[src/rtl/divisor_frc_pkg.sv]
// divisor_frc_pkg: shared constants and helpers for the multi-channel divider
package divisor_frc_pkg;
  localparam int MIN_DIV = 2;
  localparam int DIV_1HZ = 50000000;
  function automatic int clog2(input int n);
    int r;
    r = 0;
    for (int v = n - 1; v > 0; v = v >> 1) r++;
    return r;
  endfunction
  function automatic int chw(input int ch);
    return clog2(ch) > 1 ? clog2(ch) : 1;
  endfunction
endpackage

[src/rtl/divisor_frc_multi_if.sv]
// divisor_frc_multi_if: divisor load bus with single-cycle ack/err response
interface divisor_frc_multi_if
  import divisor_frc_pkg::*;
#(
  parameter int WIDTH = 26,
  parameter int CH = 2
) ();
  localparam int CHW = chw(CH);
  logic ld;
  logic [CHW-1:0] ld_ch;
  logic [WIDTH-1:0] ld_div;
  logic ld_ack;
  logic ld_err;
  modport master (output ld, ld_ch, ld_div, input ld_ack, ld_err);
  modport slave (input ld, ld_ch, ld_div, output ld_ack, ld_err);
endinterface

[src/rtl/divisor_frc_ch.sv]
// divisor_frc_ch: one divider channel with a pending divisor applied glitch-free
module divisor_frc_ch #(
  parameter int WIDTH = 26,
  parameter int DEFAULT_DIV = 50000000
) (
  input  logic clk,
  input  logic rst,
  input  logic en,
  input  logic ld,
  input  logic [WIDTH-1:0] ld_div,
  output logic clk_out,
  output logic tick
);
  logic [WIDTH-1:0] cnt, div, pending, cnt_next, nd;
  logic pend_valid, wrap;
  always_comb begin
    wrap = cnt == div - WIDTH'(1);
    cnt_next = wrap ? '0 : cnt + WIDTH'(1);
    nd = wrap && pend_valid ? pending : div;
  end
  // a new divisor only lands when cnt restarts at 0, so cnt never exceeds div-1
  always_ff @(posedge clk) begin
    if (rst) begin
      cnt <= '0;
      div <= WIDTH'(DEFAULT_DIV);
      pending <= '0;
      pend_valid <= 1'b0;
      clk_out <= 1'b0;
      tick <= 1'b0;
    end else begin
      if (en) begin
        cnt <= cnt_next;
        div <= nd;
        clk_out <= cnt_next < (nd >> 1);
        tick <= wrap;
        if (wrap) pend_valid <= 1'b0;
      end else begin
        tick <= 1'b0;
        if (pend_valid) begin
          cnt <= '0;
          div <= pending;
          clk_out <= 1'b0;
          pend_valid <= 1'b0;
        end
      end
      if (ld) begin
        pending <= ld_div;
        pend_valid <= 1'b1;
      end
    end
  end
endmodule

[src/rtl/divisor_frc_multi.sv]
// divisor_frc_multi: CH independent clock dividers with a validated divisor load port
module divisor_frc_multi
  import divisor_frc_pkg::*;
#(
  parameter int WIDTH = 26,
  parameter int CH = 2,
  parameter int DEFAULT_DIV = DIV_1HZ
) (
  input  logic clk,
  input  logic rst,
  input  logic [CH-1:0] en,
  divisor_frc_multi_if.slave bus,
  output logic [CH-1:0] clk_out,
  output logic [CH-1:0] tick
);
  logic accept;
  always_comb accept = bus.ld && bus.ld_div >= WIDTH'(MIN_DIV) && 32'(bus.ld_ch) < CH;
  always_ff @(posedge clk) begin
    if (rst) begin
      bus.ld_ack <= 1'b0;
      bus.ld_err <= 1'b0;
    end else begin
      bus.ld_ack <= accept;
      bus.ld_err <= bus.ld && !accept;
    end
  end
  for (genvar i = 0; i < CH; i++) begin : g_ch
    divisor_frc_ch #(.WIDTH(WIDTH), .DEFAULT_DIV(DEFAULT_DIV)) u_ch (
      .clk(clk),
      .rst(rst),
      .en(en[i]),
      .ld(accept && 32'(bus.ld_ch) == i),
      .ld_div(bus.ld_div),
      .clk_out(clk_out[i]),
      .tick(tick[i])
    );
  end
endmodule
[src/flat_wrapper.sv]
// flat-port wrapper written by rule: the top's interface ports become plain ports
module divisor_frc_multi_flat import divisor_frc_pkg::*;
#(
  parameter int WIDTH = 26,
  parameter int CH = 2,
  parameter int DEFAULT_DIV = DIV_1HZ
)
  (clk, rst, en, clk_out, tick, bus_ld, bus_ld_ch, bus_ld_div, bus_ld_ack, bus_ld_err);
  divisor_frc_multi_if #(.WIDTH(WIDTH), .CH(CH)) bus_i ();
  input  logic clk;
  input  logic rst;
  input  logic [CH-1:0] en;
  output logic [CH-1:0] clk_out;
  output logic [CH-1:0] tick;
  input wire logic [$bits(bus_i.ld)-1:0] bus_ld;
  input wire logic [$bits(bus_i.ld_ch)-1:0] bus_ld_ch;
  input wire logic [$bits(bus_i.ld_div)-1:0] bus_ld_div;
  output wire logic [$bits(bus_i.ld_ack)-1:0] bus_ld_ack;
  output wire logic [$bits(bus_i.ld_err)-1:0] bus_ld_err;
  assign bus_i.ld = bus_ld;
  assign bus_i.ld_ch = bus_ld_ch;
  assign bus_i.ld_div = bus_ld_div;
  assign bus_ld_ack = bus_i.ld_ack;
  assign bus_ld_err = bus_i.ld_err;
  divisor_frc_multi #(.WIDTH(WIDTH), .CH(CH), .DEFAULT_DIV(DEFAULT_DIV)) u_core (.clk(clk), .rst(rst), .en(en), .bus(bus_i), .clk_out(clk_out), .tick(tick));
endmodule
[config.mk]
export PLATFORM = sky130hd
export DESIGN_NAME = divisor_frc_multi_flat
export DESIGN_NICKNAME = d
export VERILOG_FILES = /design/src/rtl/divisor_frc_pkg.sv /design/src/rtl/divisor_frc_multi_if.sv /design/src/rtl/divisor_frc_ch.sv /design/src/rtl/divisor_frc_multi.sv /design/src/flat_wrapper.sv
export SDC_FILE = /design/constraint.sdc
export NUM_CORES = 1
export LEC_CHECK = 0
export CELL_PAD_IN_SITES_DETAIL_PLACEMENT = 0
export CELL_PAD_IN_SITES_GLOBAL_PLACEMENT = 1
export CORE_MARGIN = 3
export CORE_UTILIZATION = 48
export CTS_CLUSTER_DIAMETER = 150
export DETAILED_ROUTE_END_ITERATION = 8
export GPL_ROUTABILITY_DRIVEN = 0
export PLACE_DENSITY_LB_ADDON = 0.1
export SYNTH_ARGS = -nofsm -noshare
export SYNTH_HDL_FRONTEND = slang
export SYNTH_SLANG_ARGS = --single-unit
[constraint.sdc]
create_clock -name clk -period 14.25 [get_ports clk]
set_input_delay 1.425 -clock clk [delete_from_list [all_inputs] [get_ports clk]]
set_output_delay 1.425 -clock clk [all_outputs]
set_load 0.01 [all_outputs]
Word-level counts from Yosys, hierarchy flattened
Index checks and enable logic that the tools add are counted.
{ "word_totals": {"ff_bits": 164, "inputBits": 32, "out_inout_bits": 6, "word_cells": 67} }
{ "classes": {"addsub": 4, "order_cmp": 3, "eq_ne": 6, "n_mux": 22, "bitwise": 3, "reduce_logical": 13} }
{ "op_table": {"columns": ["operator", "count"], "rows": [
  ["26-bit two-way mux", 12],
  ["26-bit by 1-bit adder with 26-bit output (second input constant)", 2],
  ["26-bit equality test", 2],
  ["26-bit by 25-bit < comparator with 1-bit output", 2],
  ["26-bit by 1-bit subtractor with 26-bit output (second input constant)", 2],
  ["26-bit by 2-bit >= comparator with 1-bit output (second input constant)", 1],
  ["1-bit two-way mux", 10],
  ["1-bit logical AND", 6],
  ["3-bit by 1-bit inequality test with 1-bit output (second input constant)", 2],
  ["2-bit by 1-bit inequality test with 1-bit output (second input constant)", 2],
  ["2-bit AND reduction", 2],
  ["2-bit nonzero test", 2],
  ["2-bit OR reduction", 2],
  ["1-bit inverter", 3],
  ["1-bit logical NOT", 1]
]} }

Depth between registers and ports, before layout
Gate-level depths: netlist (run 1).
{ "logic_depth": {"ltp_word": 6, "depth_mapped": 23, "mapped_depth_nobuf": 21} }

By module
From an unflattened synthesis (run 1), not the netlist that was laid out.
{ "unflattened": {"hier_cells": 1288, "hier_area_um2": 10583.9} }
{ "by_module_without_submodules": {"columns": ["module", "n_inst", "cells_each", "area_each_um2", "seq_area_each_um2"], "rows": [
  ["divisor_frc_ch", 2, 635, 5223.8, 1621.6],
  ["divisor_frc_multi", 1, 18, 136.4, 40.0]
]} }

Least setup slack after synthesis (run 1)
Ideal clock, no wire load.
{ "synth_path": {"path_kind": "register to register", "start": "reg u_core.g_ch[0].u_ch.div[0]", "end": "reg u_core.g_ch[0].u_ch.clk_out", "setup_ns": 0.074, "arrival_time_ns": 4.941, "t_required_ns": 14.176, "path_slack_ns": 9.235, "stages_incl_launch_ff": 21, "n_path_buf": 2, "period_less_slack_ns": 5.015, "cell_sequence": "dfxtp_1 inv_1 ha_1 nor4b_2 nand3_1 a2111oi_2 o22ai_1 or4_1 or4b_4 or3_1 buf_6 buf_12 mux2i_1 ha_1 and4_1 a21oi_1 nand2_1 a2111oi_0 o221a_2 o21ai_0 a31oi_1"} }
{ "synth_between": {"elab_chain_cells": 6, "elab_cells_between_ends": 7, "cone_classes": "add/sub (1); order compare (1); eq/ne (1); mux (3); reduce/logical (1)"} }
{ "synth_rtl": {"columns": ["element", "line", "rtl"], "rows": [
  ["start: declaration", "divisor_frc_ch.sv:14", "logic [WIDTH-1:0] cnt, div, pending, cnt_next, nd;"],
  ["start signal: assignment", "divisor_frc_ch.sv:25", "div <= WIDTH'(DEFAULT_DIV);"],
  ["start signal: assignment", "divisor_frc_ch.sv:33", "div <= nd;"],
  ["start signal: assignment", "divisor_frc_ch.sv:41", "div <= pending;"],
  ["26-bit by 1-bit subtractor with 26-bit output *", "divisor_frc_ch.sv:17", "wrap = cnt == div - WIDTH'(1);"],
  ["26-bit equality test *", "divisor_frc_ch.sv:17", null],
  ["1-bit logical AND", "divisor_frc_ch.sv:19", "nd = wrap && pend_valid ? pending : div;"],
  ["26-bit two-way mux", "divisor_frc_ch.sv:19", null],
  ["26-bit by 25-bit < comparator with 1-bit output *", "divisor_frc_ch.sv:34", "clk_out <= cnt_next < (nd >> 1);"],
  ["1-bit two-way mux *", "divisor_frc_ch.sv:31", "if (en) begin"],
  ["end signal: assignment", "divisor_frc_ch.sv:34", null],
  ["end: declaration", "divisor_frc_ch.sv:11", "output logic clk_out,"]
]} }
Every way passes the cells marked *; elsewhere a longest branch is shown, timed or not. The select of a mux whose other input is x is not followed.
A chain may end at the register's enable or synchronous reset.

Final worst setup path (run 1)
Same ends and word-level chain as after synthesis.

==> reports/qor.json, run 1 <==
{
  "outcome": "completed",
  "place.detailed.hpwl_microns": 22660,
  "worst_ep_arrival_time_ns": 6.32,
  "post-synth-top-area-cell": "dfxtp_1",
  "muxShareOfSynthArea_pct": 9.645,
  "timing.reg2reg.setup_slack_ns": 8.24,
  "timing.setup.critical_path_class": "flop to flop",
  "post-cts-setup-buffer-count": 0,
  "grt_use_total_pct": 25.22,
  "path_max_fanout": 20,
  "syn_area_sq_um": 10480,
  "port_buffers": 37,
  "synth_seq_area_share_pct": 31.32,
  "timing.reg2reg.worst_path_depth": 17,
  "floorplan.rows": 53,
  "final_layout_size_suffix_gt1_share_pct": 5.468,
  "rr_endpoint": "u_core.g_ch[0].u_ch.clk_out",
  "antenna_found_initial": 1,
  "final_util_pct": 54.07,
  "routed_wl_microns": 30040,
  "ys_async_sr_fraction_pct": 0,
  "chipHeight_microns": 153.8,
  "vdd.ir_drop.worst_v": 0.00006968,
  "cts_tree": "done",
  "detail_route.drc_violations": 0,
  "syn2layout_area_growth_pct": 9.466,
  "finalSetupViolations": 0,
  "vias_per_cell": 5.958,
  "grt_pass1_vias": 8276,
  "routed-via-count": 9157,
  "number_of_register_bits_inferred_by_synthesis": 164,
  "fraction_of_the_cycle_the_final_worst_path_needs_pct": 42.18,
  "power.switching_fraction_pct": 28.71,
  "cellPowerDensity_nw_per_um2": 92.59,
  "clk_pin_slew_ns": 0.07,
  "slowest_delay_ns": 0.57,
  "crit_cells": 17,
  "timing.hold.worst.class": "flop to flop",
  "cts.root.buffer_cell": "clkbuf_16",
  "io_pins": 38,
  "crit_path_end_kind": "flop",
  "post-route-min-period_ns": 6.010,
  "synthesis.area_per_instance_sq_um": 8.201,
  "unrepaired_setup_endpoints_after_global_routing": "no",
  "initial_util_pct": 49.39,
  "detail-route-antenna-nets": 0,
  "worst_path_max_delay_cell": "nor4_1",
  "final_number_of_max_transition_violations": 0,
  "synthDistinctLibCells": 70,
  "cts_max_level": 4,
  "fillCellCount": 2067,
  "max_freq_ghz": 0.1664,
  "tns_ns": 0,
  "grt_start_max_net_pins": 69,
  "initialDrtViolationCount": 645,
  "first_pass_iters": 6,
  "postSynth.topFlopCell": "dfxtp_1",
  "cts_resized": 0,
  "placeable_core_region_sq_um": 21220,
  "power_frac_seq_pct": 46.4,
  "regToRegStartpoint": "u_core.g_ch[0].u_ch.div[0]",
  "max_slew_margin_pct": 22.02,
  "crit_path_start_kind": "flop",
  "tritoncts.num_buffers": 17,
  "tritoncts_num_sinks": 164,
  "tightest_slew_ns": 1.165,
  "total_switching_power_mw": 0.3050,
  "synth.most_common_cell": "dfxtp_1",
  "synth-edff-count": 0,
  "endpoint": "u_core.g_ch[0].u_ch.clk_out",
  "synth_adder_area_share_pct": 6.207,
  "clockPowerShare_pct": 44.7,
  "num-nets-final": 1333,
  "max_cap_violations": 0,
  "ys_top_cells_by_area": "dfxtp_1 (31%), mux2i_1 (9.6%), ha_1 (6.2%), nor2_1 (5.7%), xnor2_1 (5.7%)",
  "synth_common_cells": "dfxtp_1 (164), nor2_1 (160), mux2i_1 (101)",
  "critical_path_buf_inv_count": 2,
  "ctsLongestPathBuffers": 2,
  "synth_cells": 1278,
  "grt_first_pass_wirelength_microns": 47710,
  "leakage_nw": 4.991,
  "yosysTopAreaCellShare_pct": 31.32,
  "hold_bufs_inserted_after_cts": 0,
  "fin_skew_ns": 0.01420,
  "comb_power_share_pct": 9.0,
  "synth-warning-count": 0,
  "synth_xor_xnor_area_share_pct": 9.323,
  "timing.critical_path.from": "u_core.g_ch[0].u_ch.div[0]",
  "synth_compound_area_share_pct": 15.24,
  "internal_power_mw": 0.7574,
  "required_time_reported_for_the_critical_path_endpoint_ns": 14.56,
  "simple_logic_cell_fraction_of_the_synthesized_area_pct": 22.67,
  "hold_viol_final": 0,
  "largest_family_of_logic_cells_by_synthesized_area": "simple AND/OR/NAND/NOR gates",
  "antennaDiodeCount": 0,
  "routed_wire_length_per_instance_microns": 19.55,
  "die_w_microns": 153.8,
  "floorplan.die_area_sq_um": 23650,
  "clk_latency_ns": 0.44,
  "postSynthNetCount": 1362,
  "grt_overflow_total": 0,
  "cp_top_family": "simple AND/OR/NAND/NOR gates",
  "timing.critical_path.cells": "inv_1 > ha_1 > nor4b_2 > nand3_1 > a2111oi_2 > o22ai_1 > or4_1 > or4b_4 > or3_1 > buf_4 > mux2i_1 > ha_1 > and3_1 > nand3_1 > nor4_1 > nor4b_1 > a31oi_1"
}
## flip-flops by register name, summed over array words and instances (netlist names)
register / count
u_core.bus.ld_ack: 1
u_core.bus.ld_err: 1
u_core.g_ch.u_ch.clk_out: 2
u_core.g_ch.u_ch.cnt: 52
u_core.g_ch.u_ch.div: 52
u_core.g_ch.u_ch.pend_valid: 2
u_core.g_ch.u_ch.pending: 52
u_core.g_ch.u_ch.tick: 2
## cell type report
class                           instances  area (sq um)  share of cell area [%]
Timing Repair Buffer                   49         457.9                   3.991
Clock inverter                         14         177.7                   1.549
Multi-Input combinational cell        982          6640                   57.87
Clock buffer                           18         439.2                   3.828
Inverter                               35         131.4                   1.145
Sequential cell                       164          3283                   28.62
Tap cell                              275         344.1                   2.999
## worst register-to-register path: stages (launching register included)
cell       delay (ns)
dfxtp_1          0.35
inv_1            0.07
ha_1             0.31
nor4b_2          0.52
nand3_1          0.46
a2111oi_2        0.40
o22ai_1          0.12
or4_1            0.52
or4b_4           0.51
or3_1            0.50
buf_4            0.32
mux2i_1          0.17
ha_1             0.30
and3_1           0.19
nand3_1          0.13
nor4_1           0.57
nor4b_1          0.33
a31oi_1          0.13
## power groups by stage
stage               Clock, mW  Sequential (mW)  Combinational [mW]
floorplan                   0            0.491              0.0702
global placement            0            0.502              0.0941
detailed placement          0            0.502              0.0946
CTS                     0.485            0.492              0.0952
global route            0.504            0.494               0.106
finish                  0.475            0.492              0.0951
## cells by family (layout without fill, tap and decap cells)
family,Yosys count,in the layout
AO/OA/AOI/OAI,240,240
AND/OR/NAND/NOR,479,479
XOR/XNOR,110,110
multiplexers,101,101
flip-flops,164,164
adder cells (fa/ha/maj),52,52
buffers and inverters,132,116
## placed cells by master, fill, tap and decap left out, drive strengths merged, types with 21 or more instances in the layout
master	count
or3	21
mux2i	101
xnor2	68
nor4	26
ha	52
nand4	22
nand2	100
xor2	41
nor2	160
a22o	26
a31oi	30
inv	43
clkdlybuf4s50	36
nor3	37
o21ai	25
nand3	37
dfxtp	164
a21oi	83
## routing by layer
layer | global-route usage [%] | vias up | part of all wire [%]
li1 | - | 4524 | -
met1 | 41.42 | 4360 | 53
met2 | 33.97 | 246 | 40
met3 | 4.363 | 25 | 6.4
met4 | 4.920 | 2 | 0.93
met5 | 0 | - | 0.043
## worst min path at each step
stage | startpoint | slack, ns | depth (start not counted) | endpoint
after detailed placement | u_core.g_ch[0].u_ch.pending[19] | 0.47 | 2 | u_core.g_ch[0].u_ch.pending[19]
after global placement | u_core.g_ch[0].u_ch.pending[9] | 0.47 | 2 | u_core.g_ch[0].u_ch.pending[9]
final | u_core.g_ch[0].u_ch.pending[12] | 0.48 | 2 | u_core.g_ch[0].u_ch.pending[12]
after floorplan | u_core.g_ch[0].u_ch.pending[0] | 0.44 | 2 | u_core.g_ch[0].u_ch.pending[0]
after CTS | u_core.g_ch[0].u_ch.pending[9] | 0.49 | 2 | u_core.g_ch[0].u_ch.pending[9]
after global routing | u_core.g_ch[0].u_ch.pending[14] | 0.50 | 2 | u_core.g_ch[0].u_ch.pending[14]
## per-stage QoR
step	hold slack [ns]	power (mW)	std cells	worst slack (ns)	area [sq um]
2_1_floorplan	0.4357	0.5607	1278	9.235	10480
3_3_place_gp	0.4690	0.5963	1505	8.622	10860
3_5_place_dp	0.4747	0.5971	1505	8.301	10860
4_1_cts	0.4852	1.072	1537	8.269	11470
5_1_grt	0.5001	1.105	1537	7.774	11470
6_report	0.4822	1.062	1537	8.240	11470
(Power assumes the default switching activity.)
==> run 2, diff against run 1 <==
--- a/config.mk
+++ b/config.mk
@@ -8,7 +8,7 @@
 export CELL_PAD_IN_SITES_DETAIL_PLACEMENT = 0
 export CELL_PAD_IN_SITES_GLOBAL_PLACEMENT = 1
 export CORE_MARGIN = 3
-export CORE_UTILIZATION = 48
+export CORE_UTILIZATION = 43
 export CTS_CLUSTER_DIAMETER = 150
 export DETAILED_ROUTE_END_ITERATION = 8
 export GPL_ROUTABILITY_DRIVEN = 0
==> constraint.sdc (replaced) <==
create_clock -name clk -period 5.1 [get_ports clk]
set_input_delay 0.51 -clock clk [delete_from_list [all_inputs] [get_ports clk]]
set_output_delay 0.51 -clock clk [all_outputs]
set_load 0.01 [all_outputs]
==> reports/qor.json, run 2 (synthesis results as in run 1) <==
{
  "timing.critical_path.cells": "or4_4 > or3_4 > a2111oi_4 > o22ai_1 > or4_1 > or4b_4 > or3_4 > buf_12 > mux2i_1 > ha_1 > a21o_1 > a21o_1 > a21o_1 > a21o_1 > a21oi_2 > o21ai_1 > nand2_1 > o21ai_0 > a31oi_1",
  "worst_ep_arrival_time": {"value": 5.26, "unit": "ns", "change": "-1.06 ns"},
  "whs": {"value": 0.4828, "unit": "ns", "change": "+0.0005920 ns"},
  "grt_pass1_vias": {"value": 8640, "change": "+4.4%"},
  "floorplan.die_area": {"value": 26280, "unit": "sq um", "change": "+11%"},
  "post-place-cells": {"value": 1631, "change": "+8.4%"},
  "required_time_reported_for_the_critical_path_endpoint": {"value": 5.45, "unit": "ns", "change": "-9.11 ns"},
  "endpoint": "u_core.g_ch[0].u_ch.clk_out",
  "placeable_core_region": {"value": 23680, "unit": "sq um", "change": "+12%"},
  "cellPowerDensity": {"value": 241.3, "unit": "nW/um^2", "change": "+160%"},
  "grt_util_met2": {"value": 33.38, "unit": "%", "change": "-0.59 points"},
  "outcome": "completed",
  "crit_path_end_kind": "flop",
  "fin_skew": {"value": 0.02085, "unit": "ns", "change": "+0.006649 ns"},
  "grtUsageMet3": {"value": 4.846, "unit": "%", "change": "+0.48 points"},
  "detail_route.drc_violations": {"value": 0, "change": "unchanged"},
  "global_route.usage.met1": {"value": 37.77, "unit": "%", "change": "-3.6 points"},
  "leakage": {"value": 5.506, "unit": "nW", "change": "+10%"},
  "cts_max_level": {"value": 4, "change": "unchanged"},
  "routed_wire_length_per_instance": {"value": 19.08, "unit": "microns", "change": "-2.4%"},
  "initial_util": {"value": 44.26, "unit": "%", "change": "-5.1 points"},
  "critical_path_s_most_frequent_cell": "a21o_1",
  "worst_path_max_delay_cell": "or4_4",
  "clk_latency": {"value": 0.44, "unit": "ns", "change": "about the same"},
  "max_cap_violations": {"value": 0, "change": "unchanged"},
  "vdd.ir_drop.worst": {"value": 0.0001924, "unit": "V", "change": "+180%"},
  "timing.setup.critical_path_class": "flop to flop",
  "fillCellCount": {"value": 2357, "change": "+14%"},
  "top_regs": "u_core.g_ch.u_ch.cnt (52), u_core.g_ch.u_ch.div (52), u_core.g_ch.u_ch.pending (52)",
  "grt_overflow_total": {"value": 0, "change": "unchanged"},
  "num-nets-final": {"value": 1424, "change": "+6.8%"},
  "timing.critical_path.from": "u_core.g_ch[0].u_ch.div[11]",
  "timing.reg2reg.worst_path_depth": {"value": 19, "change": "+2"},
  "rr_endpoint": "u_core.g_ch[0].u_ch.clk_out",
  "routed-via-count": {"value": 9509, "change": "+3.8%"},
  "cts_tree": "done",
  "commonest_cells_after_routing_fill_and_taps_aside": "dfxtp_1 (162), nor2_1 (160), mux2i_1 (101), nand2_1 (100), buf_4 (99)",
  "global_route.peak_usage_layer": "met1",
  "port_buffers": {"value": 37, "change": "unchanged"},
  "slowest_delay": {"value": 0.53, "unit": "ns", "change": "-0.04 ns"},
  "tightest_slew": {"value": 1.156, "unit": "ns", "change": "-0.008849 ns"},
  "vias_per_cell": {"value": 5.687, "change": "-4.5%"},
  "floorplan.rows": {"value": 56, "change": "+5.7%"},
  "grt_use_total": {"value": 23.94, "unit": "%", "change": "-1.3 points"},
  "max_slew_margin": {"value": 22.61, "unit": "%", "change": "+0.59 points"},
  "grt_start_max_net_pins": {"value": 78, "change": "+13%"},
  "detail-route-antenna-nets": {"value": 0, "change": "unchanged"},
  "path_max_fanout": {"value": 7, "change": "-65%"},
  "fraction_of_the_cycle_the_final_worst_path_needs": {"value": 96.25, "unit": "%", "change": "+54 points"},
  "hold_bufs_inserted_after_cts": {"value": 0, "change": "unchanged"},
  "tritoncts.num_buffers": {"value": 17, "change": "unchanged"},
  "critical_path_buf_inv_count": {"value": 1, "change": "-1"},
  "ctsLongestPathBuffers": {"value": 2, "change": "unchanged"},
  "first_pass_iters": {"value": 5, "change": "-1"},
  "tritoncts_num_sinks": {"value": 164, "change": "unchanged"},
  "chipHeight": {"value": 162.1, "unit": "microns", "change": "+5.4%"},
  "layout.cells.most_common": "dfxtp_1",
  "syn2layout_area_growth_pct": 18.78,
  "hold_viol_final": {"value": 0, "change": "unchanged"},
  "timing.reg2reg.setup_slack": {"value": 0.19, "unit": "ns", "change": "-8.05 ns"},
  "clk_pin_slew": {"value": 0.07, "unit": "ns", "change": "about the same"},
  "crit_path_start_kind": "flop",
  "crit_cells": {"value": 19, "change": "+2"},
  "cts.root.buffer_cell": "clkbuf_16",
  "regToRegStartpoint": "u_core.g_ch[0].u_ch.div[11]",
  "grt_first_pass_wirelength": {"value": 49680, "unit": "microns", "change": "+4.1%"},
  "antennaDiodeCount": {"value": 0, "change": "unchanged"},
  "routed_wl": {"value": 31910, "unit": "microns", "change": "+6.2%"},
  "antenna_found_initial": {"value": 0, "change": "-1"},
  "place.detailed.hpwl": {"value": 24090, "unit": "microns", "change": "+6.3%"},
  "worst_hold_path.num_cells": {"value": 2, "change": "unchanged"},
  "cp_top_family": "simple AND/OR/NAND/NOR gates",
  "timing.hold.worst.class": "flop to flop",
  "post-route-min-period": {"value": 4.909, "unit": "ns", "change": "-1.102 ns"},
  "finalSetupViolations": {"value": 0, "change": "unchanged"},
  "post_layout_nonfiller_instances": {"value": 1672, "change": "+8.8%"},
  "final_layout_size_suffix_gt1_share": {"value": 13.90, "unit": "%", "change": "+8.4 points"},
  "final_number_of_max_transition_violations": {"value": 0, "change": "unchanged"},
  "die_w": {"value": 162.1, "unit": "microns", "change": "+5.4%"},
  "max_freq": {"value": 0.2037, "unit": "GHz", "change": "+22%"},
  "io_pins": {"value": 38, "change": "unchanged"},
  "initialDrtViolationCount": {"value": 757, "change": "+17%"}
}
[run 2: changes by cell type in the layout (fill, tap and decap cells not counted), moves of 3 or more]
cell      delta
or3_4        +3
o21ai_0      -6
clkinv_8     -5
or4_1        -3
or4b_4       +4
or4_4        +3
nor4_2       +4
buf_4       +86
nor4_1       -6
a21oi_2      +4
a21oi_1      -5
or4b_2       -3
o21ai_1      +6
[run 2: layout make-up]
type / instances / area [sq um] / area share, %
clock buffer: 18 / 439.2 / 3.528
clock inverter: 14 / 156.4 / 1.256
inverter: 35 / 131.4 / 1.055
multi-input combinational: 982 / 6833 / 54.88
sequential: 164 / 3286 / 26.39
tap: 319 / 399.1 / 3.206
timing repair buffer: 140 / 1205 / 9.678
[run 2: worst reg2reg max path, cell delays in order (launching register included)]
cell       delay, ns
dfxtp_2         0.32
or4_4           0.53
or3_4           0.36
a2111oi_4       0.28
o22ai_1         0.14
or4_1           0.40
or4b_4          0.49
or3_4           0.50
buf_12          0.18
mux2i_1         0.12
ha_1            0.32
a21o_1          0.16
a21o_1          0.17
a21o_1          0.17
a21o_1          0.18
a21oi_2         0.14
o21ai_1         0.08
nand2_1         0.05
o21ai_0         0.07
a31oi_1         0.15
[run 2: what timing repair did]
| item | in CTS | in global routing |
|---|---|---|
| pin swaps | 0 | 20 |
| setup endpoints to repair | 2 | 2 |
| cloned | 0 | 2 |
| buffers inserted | 0 | 7 |
| resized for setup | 3 | 44 |
[run 2: routing by layer]
metal	routed length [microns]	up-vias	part of all wire (%)
met4	301	0	0.94
li1	-	4699	-
met3	1879	17	5.9
met2	13090	235	41
met5	0	-	0
met1	16640	4558	52
[run 2: how the worst min path moves through the flow]
stage	slack, ns	startpoint	endpoint
6_report	0.48	u_core.g_ch[0].u_ch.pending[12]	u_core.g_ch[0].u_ch.pending[12]
5_1_grt	0.50	u_core.g_ch[0].u_ch.pending[9]	u_core.g_ch[0].u_ch.pending[9]
4_1_cts	0.48	u_core.g_ch[0].u_ch.pending[12]	u_core.g_ch[0].u_ch.pending[12]
3_5_place_dp	0.47	u_core.g_ch[0].u_ch.pending[12]	u_core.g_ch[0].u_ch.pending[12]
3_3_place_gp	0.47	u_core.g_ch[0].u_ch.pending[18]	u_core.g_ch[0].u_ch.pending[18]
2_1_floorplan	0.44	u_core.g_ch[0].u_ch.pending[0]	u_core.g_ch[0].u_ch.pending[0]
[run 2: through the flow]
step | power (mW) | setup WS (ns) | cell area [sq um] | TNS, ns | utilization (%)
finish | 3.005 | 0.1914 | 12450 | 0 | 52.57
global route | 3.118 | -0.06944 | 12450 | -0.06944 | 52.57
CTS | 3.017 | 0.01769 | 12160 | 0 | 51.34
detailed placement | 1.696 | -0.1088 | 11550 | -0.1088 | 48.78
global placement | 1.695 | -0.03002 | 11550 | -0.03002 | 48.78
floorplan | 1.567 | 0.08480 | 10480 | 0 | -
[run 2: power by group]
group | switching, mW | internal [mW]
combinational | 0.179 | 0.141
clock | 0.613 | 0.710
sequential | 0.0440 | 1.32
==> variant, RTL diff (config.mk and constraints of run 1) <==
`WIDTH` is set to 26 in 4 places; all go to 52.
--- a/src/rtl/divisor_frc_multi_if.sv
+++ b/src/rtl/divisor_frc_multi_if.sv
@@ -4,3 +4,3 @@
 #(
-  parameter int WIDTH = 26,
+  parameter int WIDTH = 52,
   parameter int CH = 2
--- a/src/rtl/divisor_frc_ch.sv
+++ b/src/rtl/divisor_frc_ch.sv
@@ -2,3 +2,3 @@
 module divisor_frc_ch #(
-  parameter int WIDTH = 26,
+  parameter int WIDTH = 52,
   parameter int DEFAULT_DIV = 50000000
--- a/src/rtl/divisor_frc_multi.sv
+++ b/src/rtl/divisor_frc_multi.sv
@@ -4,3 +4,3 @@
 #(
-  parameter int WIDTH = 26,
+  parameter int WIDTH = 52,
   parameter int CH = 2,
--- a/src/flat_wrapper.sv
+++ b/src/flat_wrapper.sv
@@ -3,3 +3,3 @@
 #(
-  parameter int WIDTH = 26,
+  parameter int WIDTH = 52,
   parameter int CH = 2,
Interface: changed (resized bus_ld_div); port bits go from 38 to 64. The function was not compared with the original's and may differ.
==> variant against run 1 <==
Total power up 100%. Synthesized area up 99%. Combinational power up 61%. Count of clock-buffer cells in the layout up 39. Cell area up 100%. Wire length up 110%. Sequential cell count up 156. Setup slack worse by 1300 ps.
==> variant: results (changes against run 1) <==
[synth]
synth_common_cells = nand2_1 (542), dfxtp_1 (320), a21oi_1 (241)  ; was dfxtp_1 (164), nor2_1 (160), mux2i_1 (101)
synth_edf_count = 0  ; unchanged
synth.area.top_cells = dfxtp_1 (31%), nand2_1 (9.7%), ha_1 (6.2%)  ; was dfxtp_1 (31%), mux2i_1 (9.6%), ha_1 (6.2%)
yosys_warnings = 0  ; unchanged
syn_nets = 2888  ; was 1362
synth-async-reset-ratio = 0  ; unchanged
yosysSeqAreaShare = 0.3065  ; was 0.3132
avgSynthCellArea_um2 = 7.668  ; was 8.201 µm²
synthDistinctLibCells = 77  ; was 70

[worst_hold_path]
worstHoldStart = u_core.g_ch[0].u_ch.pending[0]  ; was u_core.g_ch[0].u_ch.pending[12]

[placed_design]
dpl.cell_count = 3187  ; was 1505
portBuffers = 63  ; was 37
post-dp-hpwl_um = 46820  ; was 22660 µm

[drt]
num_vias = 19166  ; was 9157
wl_met2_um = 28610  ; was 11940 µm
totalWireLength_um = 63010  ; was 30040 µm
routed.top_layer = met4  ; was met5
m1WireLength_um = 28810  ; was 15890 µm
dr_wl_met3_um = 3071  ; was 1919 µm
drtIter0Drc = 1582  ; was 645
dr.pass1.iters = 6  ; unchanged
avgRoutedWirePerCell_um = 19.37  ; was 19.55 µm

[final_layout]
drive_gt1_frac = 0.04449  ; was 0.05468
top_regs = u_core.g_ch.u_ch.cnt: 104 flops, u_core.g_ch.u_ch.div: 104 flops, u_core.g_ch.u_ch.pending: 104 flops  ; was u_core.g_ch.u_ch.cnt: 52 flops, u_core.g_ch.u_ch.div: 52 flops, u_core.g_ch.u_ch.pending: 52 flops
fin_nets = 2812  ; was 1333
diodes = 0  ; unchanged

[clocking]
clockBufferDepth = 3  ; was 2
clk_pin_slew_worst_paths_ps = 60
numCtsBuffers = 38  ; was 17
clock_latency_ps = 560  ; was 440 ps
cts_setup_buffers = 0  ; unchanged
cts-htree-levels = 2  ; was 4

[run_status]
status = finished clean  ; unchanged

[grt]
grt_start_max_net_pins = 89  ; was 69
grt.total_usage = 0.2686  ; was 0.2522
antenna_found_initial = 0  ; was 1
grt_first_pass_wirelength_um = 101800  ; was 47710 µm
first_global_vias = 18431  ; was 8276

[worst_setup_path]
timing.rr.start = u_core.g_ch[1].u_ch.div[2]  ; was u_core.g_ch[0].u_ch.div[0]
slowest_stage = nor3_1  ; was nor4_1
cp_max_fo = 51  ; was 20
slowest_delay_ps = 1030  ; was 570 ps

[sta]
skew_ps = 18.08  ; was 14.20 ps
tns_ps = 0  ; unchanged
slew_headroom = 0.1392  ; was 0.2202

[pwr]
p_leak_nw = 8.918  ; was 4.991 nW
ir_worst_vdd_v = 0.00007982  ; was 0.00006968 V

variant: routing by layer:
layer | vias to the layer above | track usage
li1 | 9441 | -
met1 | 8996 | 0.3675
met3 | 157 | 0.02792
met5 | - | 0
met4 | 0 | 0.1051
met2 | 572 | 0.4359
variant: cell type report:
class	count	area, µm²
flip-flops and latches	320	6406
inverters	27	101.3
clock inverters	8	123.9
multi-input cells	2184	13610
repair buffers	79	752.0
clock buffers	57	1186
well taps	577	721.9
fillers	4181	19610
variant: final timing paths:
check | to | slack [ps] | cells past startpoint
worst max-delay path | u_core.g_ch[1].u_ch.clk_out | 6940 | 23
worst min register to register | u_core.g_ch[0].u_ch.div[0] | 460 | 2
worst max register to register | u_core.g_ch[1].u_ch.clk_out | 6940 | 23
worst min-delay path | u_core.g_ch[0].u_ch.div[0] | 460 | 2
variant: stage by stage:
stage,setup slack [ps],area [µm²]
after floorplan,9047,20900
after detailed placement,7152,21590
after global placement,7240,21590
final,6940,22900
after global routing,6523,22900
after CTS,7117,22900
variant: cell families (layout without fill, tap and decap cells):
| kind of cell | Yosys count | after routing | share of synthesized area |
|---|---|---|---|
| AND/OR/NAND/NOR | 1197 | 1197 | 0.2746 |
| AO/OA/AOI/OAI | 530 | 530 | 0.1565 |
| flip-flops | 320 | 320 | 0.3065 |
| XOR/XNOR | 240 | 240 | 0.1006 |
| buffers and inverters | 222 | 171 | 0.04537 |
| multiplexers | 113 | 113 | 0.05429 |
| adder cells (fa/ha/maj) | 104 | 104 | 0.06225 |
variant: report_power, final:
part	total, mW	switching, mW	leakage (nW)	internal (mW)
Combinational	0.153	0.0963	5.68	0.0571
Sequential	0.943	0.0275	2.60	0.915
Clock	1.03	0.400	0.639	0.627
